==> config.mk <==
export PLATFORM = sky130hd
export DESIGN_NAME = aes_key_sched_ctrl_flat
export DESIGN_NICKNAME = d
export VERILOG_FILES = /design/src/rtl/aes_key_sched_ctrl_if.sv /design/src/rtl/aes_key_sched_ctrl.sv /design/src/flat_wrapper.sv
export SDC_FILE = /design/constraint.sdc
export NUM_CORES = 2
export LEC_CHECK = 0
export ABC_AREA = 1
export BUFFER_PORTS_ARGS = -buffer_cell sky130_fd_sc_hd__buf_2
export CORE_MARGIN = 3
export CORE_UTILIZATION = 25
export CTS_CLUSTER_SIZE = 30
export DETAILED_ROUTE_END_ITERATION = 12
export HOLD_SLACK_MARGIN = 0.08
export PLACE_DENSITY_LB_ADDON = 0.12
export SYNTH_ARGS = -nofsm -noshare
export SYNTH_HDL_FRONTEND = slang
export SYNTH_SLANG_ARGS = --single-unit
==> constraint.sdc <==
create_clock -name clk_i -period 2.2 [get_ports clk_i]
set_input_delay 0.22 -clock clk_i [delete_from_list [all_inputs] [get_ports clk_i]]
set_output_delay 0.22 -clock clk_i [all_outputs]
set_load 0.005 [all_outputs]
==> src/rtl/aes_key_sched_ctrl_if.sv <==
// Bus between the key-schedule sequencer (master) and the shared single-round
// AES-128 key-expansion unit (slave).
interface aes_key_sched_ctrl_if;
    logic         rk_rst_o;
    logic         rk_clk_en_o;
    logic [7:0]   rk_rcon_o;
    logic [31:0]  rk_iv_o;
    logic [127:0] rk_key_o;
    logic [127:0] rk_key_i;
    logic         rk_valid_i;

    modport master (
        output rk_rst_o, rk_clk_en_o, rk_rcon_o, rk_iv_o, rk_key_o,
        input  rk_key_i, rk_valid_i
    );

    modport slave (
        input  rk_rst_o, rk_clk_en_o, rk_rcon_o, rk_iv_o, rk_key_o,
        output rk_key_i, rk_valid_i
    );
endinterface

==> src/rtl/aes_key_sched_ctrl.sv <==
// AES-128 key-schedule sequencer: drives the round unit ten times and keeps all round keys.
// Optional per-round watchdog with ERR state enabled by defining KEY_SCHED_TIMEOUT_EN.
module aes_key_sched_ctrl #(
    parameter int NUM_ROUNDS = 10
`ifdef KEY_SCHED_TIMEOUT_EN
    ,
    parameter int TIMEOUT_CYC = 64
`endif
) (
    input  logic                 clk_i,
    input  logic                 rst_ni,
    input  logic                 start_i,
    input  logic [127:0]         key_i,
    input  logic                 abort_i,
    output logic                 ready_o,
    output logic                 busy_o,
    output logic                 done_o,
    output logic                 err_o,
    input  logic [3:0]           rd_idx_i,
    output logic [127:0]         rd_key_o,
    aes_key_sched_ctrl_if.master rk
);
    localparam logic [3:0] LAST_IDX = 4'(NUM_ROUNDS);

`ifdef KEY_SCHED_TIMEOUT_EN
    typedef enum logic [2:0] {S_IDLE, S_LAUNCH, S_WAIT, S_DONE, S_ERR} state_e;
    localparam int TMO_W = $clog2(TIMEOUT_CYC + 1);
    logic             err_q, err_d;
    logic [TMO_W-1:0] tmo_q, tmo_d;
`else
    typedef enum logic [2:0] {S_IDLE, S_LAUNCH, S_WAIT, S_DONE} state_e;
`endif

    state_e         state_q, state_d;
    logic [3:0]     round_q, round_d;
    logic [7:0]     rcon_q, rcon_d;
    logic [127:0]   key_q, key_d;
    logic           done_q, done_d;
    logic [127:0]   file_q [NUM_ROUNDS+1];
    logic [127:0]   file_d [NUM_ROUNDS+1];

    function automatic logic [7:0] rcon_next(input logic [7:0] r);
        return {r[6:0], 1'b0} ^ (r[7] ? 8'h1b : 8'h00);
    endfunction

    always_ff @(posedge clk_i or negedge rst_ni) begin
        if (!rst_ni) begin
            state_q <= S_IDLE;
            round_q <= 4'd1;
            rcon_q  <= 8'h01;
            key_q   <= '0;
            done_q  <= 1'b0;
            for (int i = 0; i <= NUM_ROUNDS; i++) file_q[i] <= '0;
`ifdef KEY_SCHED_TIMEOUT_EN
            err_q   <= 1'b0;
            tmo_q   <= '0;
`endif
        end else begin
            state_q <= state_d;
            round_q <= round_d;
            rcon_q  <= rcon_d;
            key_q   <= key_d;
            done_q  <= done_d;
            file_q  <= file_d;
`ifdef KEY_SCHED_TIMEOUT_EN
            err_q   <= err_d;
            tmo_q   <= tmo_d;
`endif
        end
    end

`ifdef KEY_SCHED_TIMEOUT_EN
    assign ready_o = (state_q == S_IDLE) || (state_q == S_DONE) || (state_q == S_ERR);
    assign err_o   = err_q;
`else
    assign ready_o = (state_q == S_IDLE) || (state_q == S_DONE);
    assign err_o   = 1'b0;
`endif
    assign busy_o         = (state_q == S_LAUNCH) || (state_q == S_WAIT);
    assign done_o         = done_q;
    assign rk.rk_rst_o    = (state_q != S_WAIT);
    assign rk.rk_clk_en_o = busy_o;
    assign rk.rk_rcon_o   = rcon_q;
    assign rk.rk_key_o    = key_q;
    assign rk.rk_iv_o     = key_q[31:0];

    always_comb begin
        rd_key_o = '0;
        if (rd_idx_i <= LAST_IDX) rd_key_o = file_q[rd_idx_i];
    end

    always_comb begin
        state_d = state_q;
        round_d = round_q;
        rcon_d  = rcon_q;
        key_d   = key_q;
        done_d  = done_q;
        file_d  = file_q;
`ifdef KEY_SCHED_TIMEOUT_EN
        err_d   = err_q;
        tmo_d   = tmo_q;
`endif
        // abort outranks both a new start and a same-cycle round result
        if (abort_i) begin
            state_d = S_IDLE;
            done_d  = 1'b0;
`ifdef KEY_SCHED_TIMEOUT_EN
            err_d   = 1'b0;
`endif
        end else if (ready_o && start_i) begin
            file_d[0] = key_i;
            key_d     = key_i;
            round_d   = 4'd1;
            rcon_d    = 8'h01;
            done_d    = 1'b0;
            state_d   = S_LAUNCH;
`ifdef KEY_SCHED_TIMEOUT_EN
            err_d     = 1'b0;
`endif
        end else begin
            case (state_q)
                S_LAUNCH: begin
                    state_d = S_WAIT;
`ifdef KEY_SCHED_TIMEOUT_EN
                    tmo_d   = TMO_W'(1);  // launch cycle counts toward the round budget
`endif
                end
                S_WAIT: begin
                    if (rk.rk_valid_i) begin
                        file_d[round_q] = rk.rk_key_i;
                        key_d           = rk.rk_key_i;
                        if (round_q == LAST_IDX) begin
                            state_d = S_DONE;
                            done_d  = 1'b1;
                        end else begin
                            round_d = round_q + 4'd1;
                            rcon_d  = rcon_next(rcon_q);
                            state_d = S_LAUNCH;
                        end
                    end
`ifdef KEY_SCHED_TIMEOUT_EN
                    else begin
                        tmo_d = tmo_q + TMO_W'(1);
                        if (tmo_d == TMO_W'(TIMEOUT_CYC)) begin
                            state_d = S_ERR;
                            err_d   = 1'b1;
                        end
                    end
`endif
                end
                default: ;
            endcase
        end
    end
endmodule

==> src/flat_wrapper.sv <==
// flat-port wrapper written by rule: the top's interface ports become plain ports
module aes_key_sched_ctrl_flat 
#(
    parameter int NUM_ROUNDS = 10

)
  (clk_i, rst_ni, start_i, key_i, abort_i, ready_o, busy_o, done_o, err_o, rd_idx_i, rd_key_o, rk_rk_rst_o, rk_rk_clk_en_o, rk_rk_rcon_o, rk_rk_iv_o, rk_rk_key_o, rk_rk_key_i, rk_rk_valid_i);
  aes_key_sched_ctrl_if rk_i ();
  input  logic clk_i;
  input  logic rst_ni;
  input  logic start_i;
  input  logic [127:0] key_i;
  input  logic abort_i;
  output logic ready_o;
  output logic busy_o;
  output logic done_o;
  output logic err_o;
  input  logic [3:0] rd_idx_i;
  output logic [127:0] rd_key_o;
  output wire logic [$bits(rk_i.rk_rst_o)-1:0] rk_rk_rst_o;
  output wire logic [$bits(rk_i.rk_clk_en_o)-1:0] rk_rk_clk_en_o;
  output wire logic [$bits(rk_i.rk_rcon_o)-1:0] rk_rk_rcon_o;
  output wire logic [$bits(rk_i.rk_iv_o)-1:0] rk_rk_iv_o;
  output wire logic [$bits(rk_i.rk_key_o)-1:0] rk_rk_key_o;
  input wire logic [$bits(rk_i.rk_key_i)-1:0] rk_rk_key_i;
  input wire logic [$bits(rk_i.rk_valid_i)-1:0] rk_rk_valid_i;
  assign rk_rk_rst_o = rk_i.rk_rst_o;
  assign rk_rk_clk_en_o = rk_i.rk_clk_en_o;
  assign rk_rk_rcon_o = rk_i.rk_rcon_o;
  assign rk_rk_iv_o = rk_i.rk_iv_o;
  assign rk_rk_key_o = rk_i.rk_key_o;
  assign rk_i.rk_key_i = rk_rk_key_i;
  assign rk_i.rk_valid_i = rk_rk_valid_i;
  aes_key_sched_ctrl #(.NUM_ROUNDS(NUM_ROUNDS)) u_core (.clk_i(clk_i), .rst_ni(rst_ni), .start_i(start_i), .key_i(key_i), .abort_i(abort_i), .ready_o(ready_o), .busy_o(busy_o), .done_o(done_o), .err_o(err_o), .rd_idx_i(rd_idx_i), .rd_key_o(rd_key_o), .rk(rk_i));
endmodule
---- Word-level counts from Yosys, hierarchy flattened ----
Cells that the tools add are included.
word-level totals
  output and inout bits ................... 302
  logic and storage cells ................. 81
  bits of input ports ..................... 265
  flip-flop bits (word level) ............. 1552
operators by class
  add/sub/neg operators ................... 1
  muxes and demuxes ....................... 32
  bitwise operators ....................... 5
  equal/unequal tests ..................... 7
  reductions and logical operators ........ 16
  magnitude comparators ................... 4
operators by type and width
  kind                                                        count
  2-to-1 mux 1408 bit                                         2
  bitwise mux 1408 bit                                        1
  2-to-1 mux 128 bit                                          8
  binary-select mux 128 bit (select 4 bit)                    1
  demux 128 bit (select 4 bit)                                1
  2-to-1 mux 8 bit                                            4
  2-to-1 mux 4 bit                                            4
  >= comparator 5 bit, second input constant                  2
  inverter 4 -> 5 bit                                         2
  2-to-1 mux 3 bit                                            3
  nonzero test 3 bit                                          3
  AND reduction 4 bit                                         2
  bitwise XOR 8 bit                                           1
  equality test 3 x 2 -> 1 bit, second input constant         2
  one-hot mux 3 bit (2 select lines)                          1
  AND reduction 3 bit                                         2
  less-than comparator 5 x 1 -> 1 bit, second input constant  1
  2-to-1 mux 1 bit                                            5
  2-to-1 mux 5 bit                                            1
  adder 4 x 1 -> 4 bit, second input constant                 1
  equality test 4 bit, second input constant                  1
  less-or-equal comparator 4 bit, second input constant       1
  != test 4 bit, second input constant                        1
  nonzero test 2 bit                                          2
  other kinds (10)                                            13

---- Logic depth before layout (Yosys ltp) ----
  word-level depth ........................ 9
  gate-level depth with buffers ........... 13
  depth with buffers taken out ............ 9

---- Worst setup path before layout ----
OpenSTA, ideal clock, no wires.
  path kind ............................... reg2reg
  from .................................... register u_core.state_q[0]
  to ...................................... register u_core.file_q[1395] (netlist name)
  required time ........................... 2.117 ns
  clock period less this slack ............ 1.885 ns
  slack ................................... 0.315 ns
  arrival time ............................ 1.803 ns
  path buffers ............................ 5
  cell stages (with the launch flop) ...... 13
  cells stage by stage .................... dfrtp_1 inv_1 ha_1 nand2_1 buf_2 nand2_1 nand2_1 buf_4 buf_2 buf_6 buf_6 nand2_1 o21ai_0
between the ends
  longest elaborated chain between the ends .. 5
ends and longest elaborated chain
  what                                                               line                       text
  start, declared                                                    aes_key_sched_ctrl.sv:34   state_e state_q, state_d;
  start signal, assigned                                             aes_key_sched_ctrl.sv:59   state_q <= state_d;
  equality test 3 x 2 -> 1 bit or logical NOT 3 bit (tied branches)  aes_key_sched_ctrl.sv:76   assign ready_o = (state_q == S_IDLE) || (state_q == S_DONE);
  logical OR 1 bit *                                                 aes_key_sched_ctrl.sv:76
  via ready_o                                                        flat_wrapper.sv:14         output logic ready_o;
  logical AND 1 bit *                                                aes_key_sched_ctrl.sv:110  end else if (ready_o && start_i) begin
  nonzero test 2 bit (no source line)                                -
  AND reduction 3 bit (no source line)                               -
  end signal, assigned                                               aes_key_sched_ctrl.sv:64   file_q <= file_d;
  end, declared                                                      aes_key_sched_ctrl.sv:39   logic [127:0] file_q [NUM_ROUNDS+1];
Mark *: on every way through the listed nets, which the timed path passes. The rest lies on a longest branch.
A chain may end at the register's enable or synchronous reset.

---- Worst setup path after layout ----
  from .................................... register u_core.file_q[1299] (netlist name)
  to ...................................... output port rd_key_o[19]
between the ends
  longest elaborated chain between the ends .. 4
ends and longest elaborated chain
  what                                                   line                      text
  binary-select mux 128 bit (select 4 bit)               aes_key_sched_ctrl.sv:89  if (rd_idx_i <= LAST_IDX) rd_key_o = file_q[rd_idx_i];
  2-to-1 mux 128 bit (not written as such) (2 in a row)  aes_key_sched_ctrl.sv:89
  2-to-1 mux 128 bit                                     aes_key_sched_ctrl.sv:89
  end, declared                                          flat_wrapper.sv:19        output logic [127:0] rd_key_o;
No other way between the ends. The select of a mux whose other input is x is not followed.

==> flow_summary_export.csv <==
group,metric,value,unit
sta,final.setup.tns,0,ns
sta,fin_crit,2.17,ns
die,die_area,0.299,sq mm
setup_path,crit_slowest_cell,"dfrtp_1",
clock_network,insertion_delay,0.85,ns
route,drc,0,
place,gp_congestion,0.768,
synthesis,netlist_area,0.0732,sq mm
sta,slew_headroom,57.5,%
route,first_iter_violations,5087,
global_route,grtUsageTotal,18.4,%
worst_hold_path,whs_endpoint,"u_core.rk.rk_key_o[52]",
final_layout,utilization,32.6,%
synthesis,yosysUniqueCellTypes,26,
global_route,grt_pass1_wl,426,mm
setup_path,r2r_slack,0.06,ns
synthesis,synth_most_common_cell,"nand2_1",
power,finalPower,0.0925,W
setup_path,cpPeakStageDelay,0.41,ns
sta,hold_viol_final,0,
power,p_per_area,974,mW/mm^2
sta,max_slew.worst_pin.slew,0.638,ns
setup_path,r2r-end,"u_core.file_q[961]",
route,wl_met1,133,mm
worst_hold_path,hold_path.class,"input pin to flip-flop",
die,dieWidth,547,microns
sta,rsz0062_at_grt,"yes",
final_layout,drive_gt1_share,15.9,%
setup_path,path_cells,"o211ai_1 > nand2_1 > nand3_2 > nand2_4 > buf_6",
clock_network,ctsHtreeMaxLevel,4,
clock_network,clockBufferDepth,4,
global_route,grt_pass1_vias,65300,
route,vias,65300,
place,numPortBuffers,565,
power,ir_worst_vdd,0.589,mV
synthesis,synth-seq-area-share,53.0,%
final_layout,nets,10600,
clock_network,cts_tree,"built",
clock_network,cts-root-buf,"clkbuf_16",
die,die_y,547,microns
sta,max_freq,461,MHz
synthesis,async_flop_share,100,%
synthesis,postSynthNetCount,9889,
setup_path,cp_top_family,"flip-flops",
sta,slew_viol_final,0,
global_route,grt_max_degree,82,
setup_path,critPathBufInv,1,
final_layout,area_growth,29.5,%
synthesis,synth_commonest_cells,"nand2_1, o21ai_0, dfrtp_1",
route,ant_nets,0,
synthesis,ys_ff_latch,1551,
global_route,overflow,0,
die,core-area,0.291,sq mm
power,leakagePower,45.5,nW
outcome,outcome,"finished clean",
setup_path,critPathMaxFanout,2,
die,start_util,25.1,%
clock_network,cts.sinks,1551,
global_route,antenna_found_initial,8,
worst_hold_path,worstHoldStart,"key_i[52]",
synthesis,synth_edf_count,0,
clock_network,path_clk_slew,0.06,ns
synthesis,synth_area_leaders,"dfrtp_1, nand2_1, o21ai_0",
setup_path,end_kind,"primary output",
place,dp_hpwl,183,mm
die,pin_count,567,
synthesis,syn_area_per_cell,7.61,sq um
final_layout,fin_area,0.0949,sq mm
sta,fin_crit_sh,98.5,%
run,drv_cap,0,
worst_hold_path,min_delay_path_depth,6,
sta,finClkSkew,0.0259,ns
setup_path,cp.required,1.98,ns
synthesis,synthDominantCellAreaShare,52.9,%
sta,setup_viol,0,
route,route.met2.wl,134,mm
die,num_rows,198,
setup_path,cp.arrival,1.95,ns
route,dr_wl_met3,10.9,mm
setup_path,startpoint_type,"flip-flop",
clock_network,cts_made_buffers,196,
place,postPlaceCellArea,0.0839,sq mm
synthesis,yosys_warnings,0,
route,top_layer,"met4",
setup_path,timing.rr.start,"u_core.state_q[1]",
route,viasPerCell,4.53,
synthesis,synth_cells,9619,
route,drt-total-wl,284,mm
route,avgRoutedWirePerCell,19.7,microns
setup_path,criticalPathCategory,"flip-flop to primary output",
setup_path,rr_worst_depth,11,
route,dr.pass1.iters,6,
synthesis,synth_top_area_cell,"dfrtp_1",
synthesis,ys.flop_type,"dfrtp_1",
[routing by layer]
layer / GRT usage, % / vias up
met2: 30.7 / 1329
met4: 5.10 / 0
met1: 25.1 / 31700
met3: 2.13 / 312
li1: - / 31900
met5: 0 / -
[worst max path at each step]
stage / endpoint / start / depth (start not counted)
after global placement: u_core.file_q[339] / u_core.state_q[0] / 11
after global routing: rd_key_o[46] / u_core.file_q[1326] / 5
after detailed placement: u_core.file_q[750] / u_core.state_q[0] / 11
final: rd_key_o[19] / u_core.file_q[1299] / 5
after CTS: rd_key_o[46] / u_core.file_q[1326] / 5
after floorplan: u_core.file_q[1395] / u_core.state_q[0] / 12
[cells by family after synthesis]
kind of cell    count (synthesis)  share of synthesized area (%)
compound gates               1915                           13.5
xor+xnor                        3                         0.0359
fa+ha+maj                       5                         0.0854
buf+inv                      1487                           8.34
flops                        1551                           53.0
other cells                     1                        0.00512
simple gates                 4657                           25.1
[repair_timing]
action | in CTS | in global routing
resized for setup | 214 | 167
setup endpoints to repair | 282 | 537
pin swaps | 123 | 150
hold endpoints to repair | 2781 | 0
buffers inserted | 10 | 26
hold buffers | 263 | 0
gates cloned | 1 | 13
[state kept, by name, summed over array words and instances (netlist names)]
signal	flops
u_core.done_o	1
u_core.file_q	1408
u_core.rk.rk_key_o	128
u_core.rk.rk_rcon_o	8
u_core.round_q	4
u_core.state_q	2
[worst reg2reg max path: stages, from the launching register on]
cell and delay [ns]:
dfrtp_1 0.41, ha_4 0.27, nand2_4 0.11, nand3_4 0.10, inv_4 0.09, buf_12 0.12, buf_4 0.11, nand3_4 0.14
clkbuf_16 0.27, clkbuf_16 0.23, nand2_1 0.07, o21ai_0 0.07
[stage by stage]
step,std cells,setup slack [ns],hold WS [ns]
floorplan,9619,0.315,-0.0756
global placement,13700,-0.0475,0.226
detailed placement,13700,-0.0421,0.231
CTS,14400,-0.162,0.162
global route,14400,-0.101,0.262
finish,14400,0.0321,0.279
[cells in the final DEF, fill, tap and decap left out, types with 48 or more instances in the layout]
cell              n
buf_6            54
nand2_1        3574
o21ai_0        1740
nand3_2         100
dfrtp_1        1541
nand3b_1         48
nand2_2          95
clkbuf_16       209
o21ai_1          60
buf_2           517
buf_4           287
nand3_1         434
clkbuf_1         52
nor2_1          348
dlygate4sd3_1   262
o211ai_1        111
buf_12          217
inv_1           640
[where the power goes]
group	internal [W]	switching, W
clock	0.0188	0.0132
combinational	0.00897	0.0130
sequential	0.0349	0.00363
[cell type report]
type	instances	area (sq um)
Timing Repair inverter	1	8.76
Antenna cell	4	10.0
Tap cell	3900	4880
Inverter	663	2540
Sequential cell	1551	38800
Timing Repair Buffer	1358	12800
Clock buffer	289	5680
Fill cell	31000	196000
Multi-Input combinational cell	6581	29500
Clock inverter	54	594
Power figures use the tool's default switching activity.
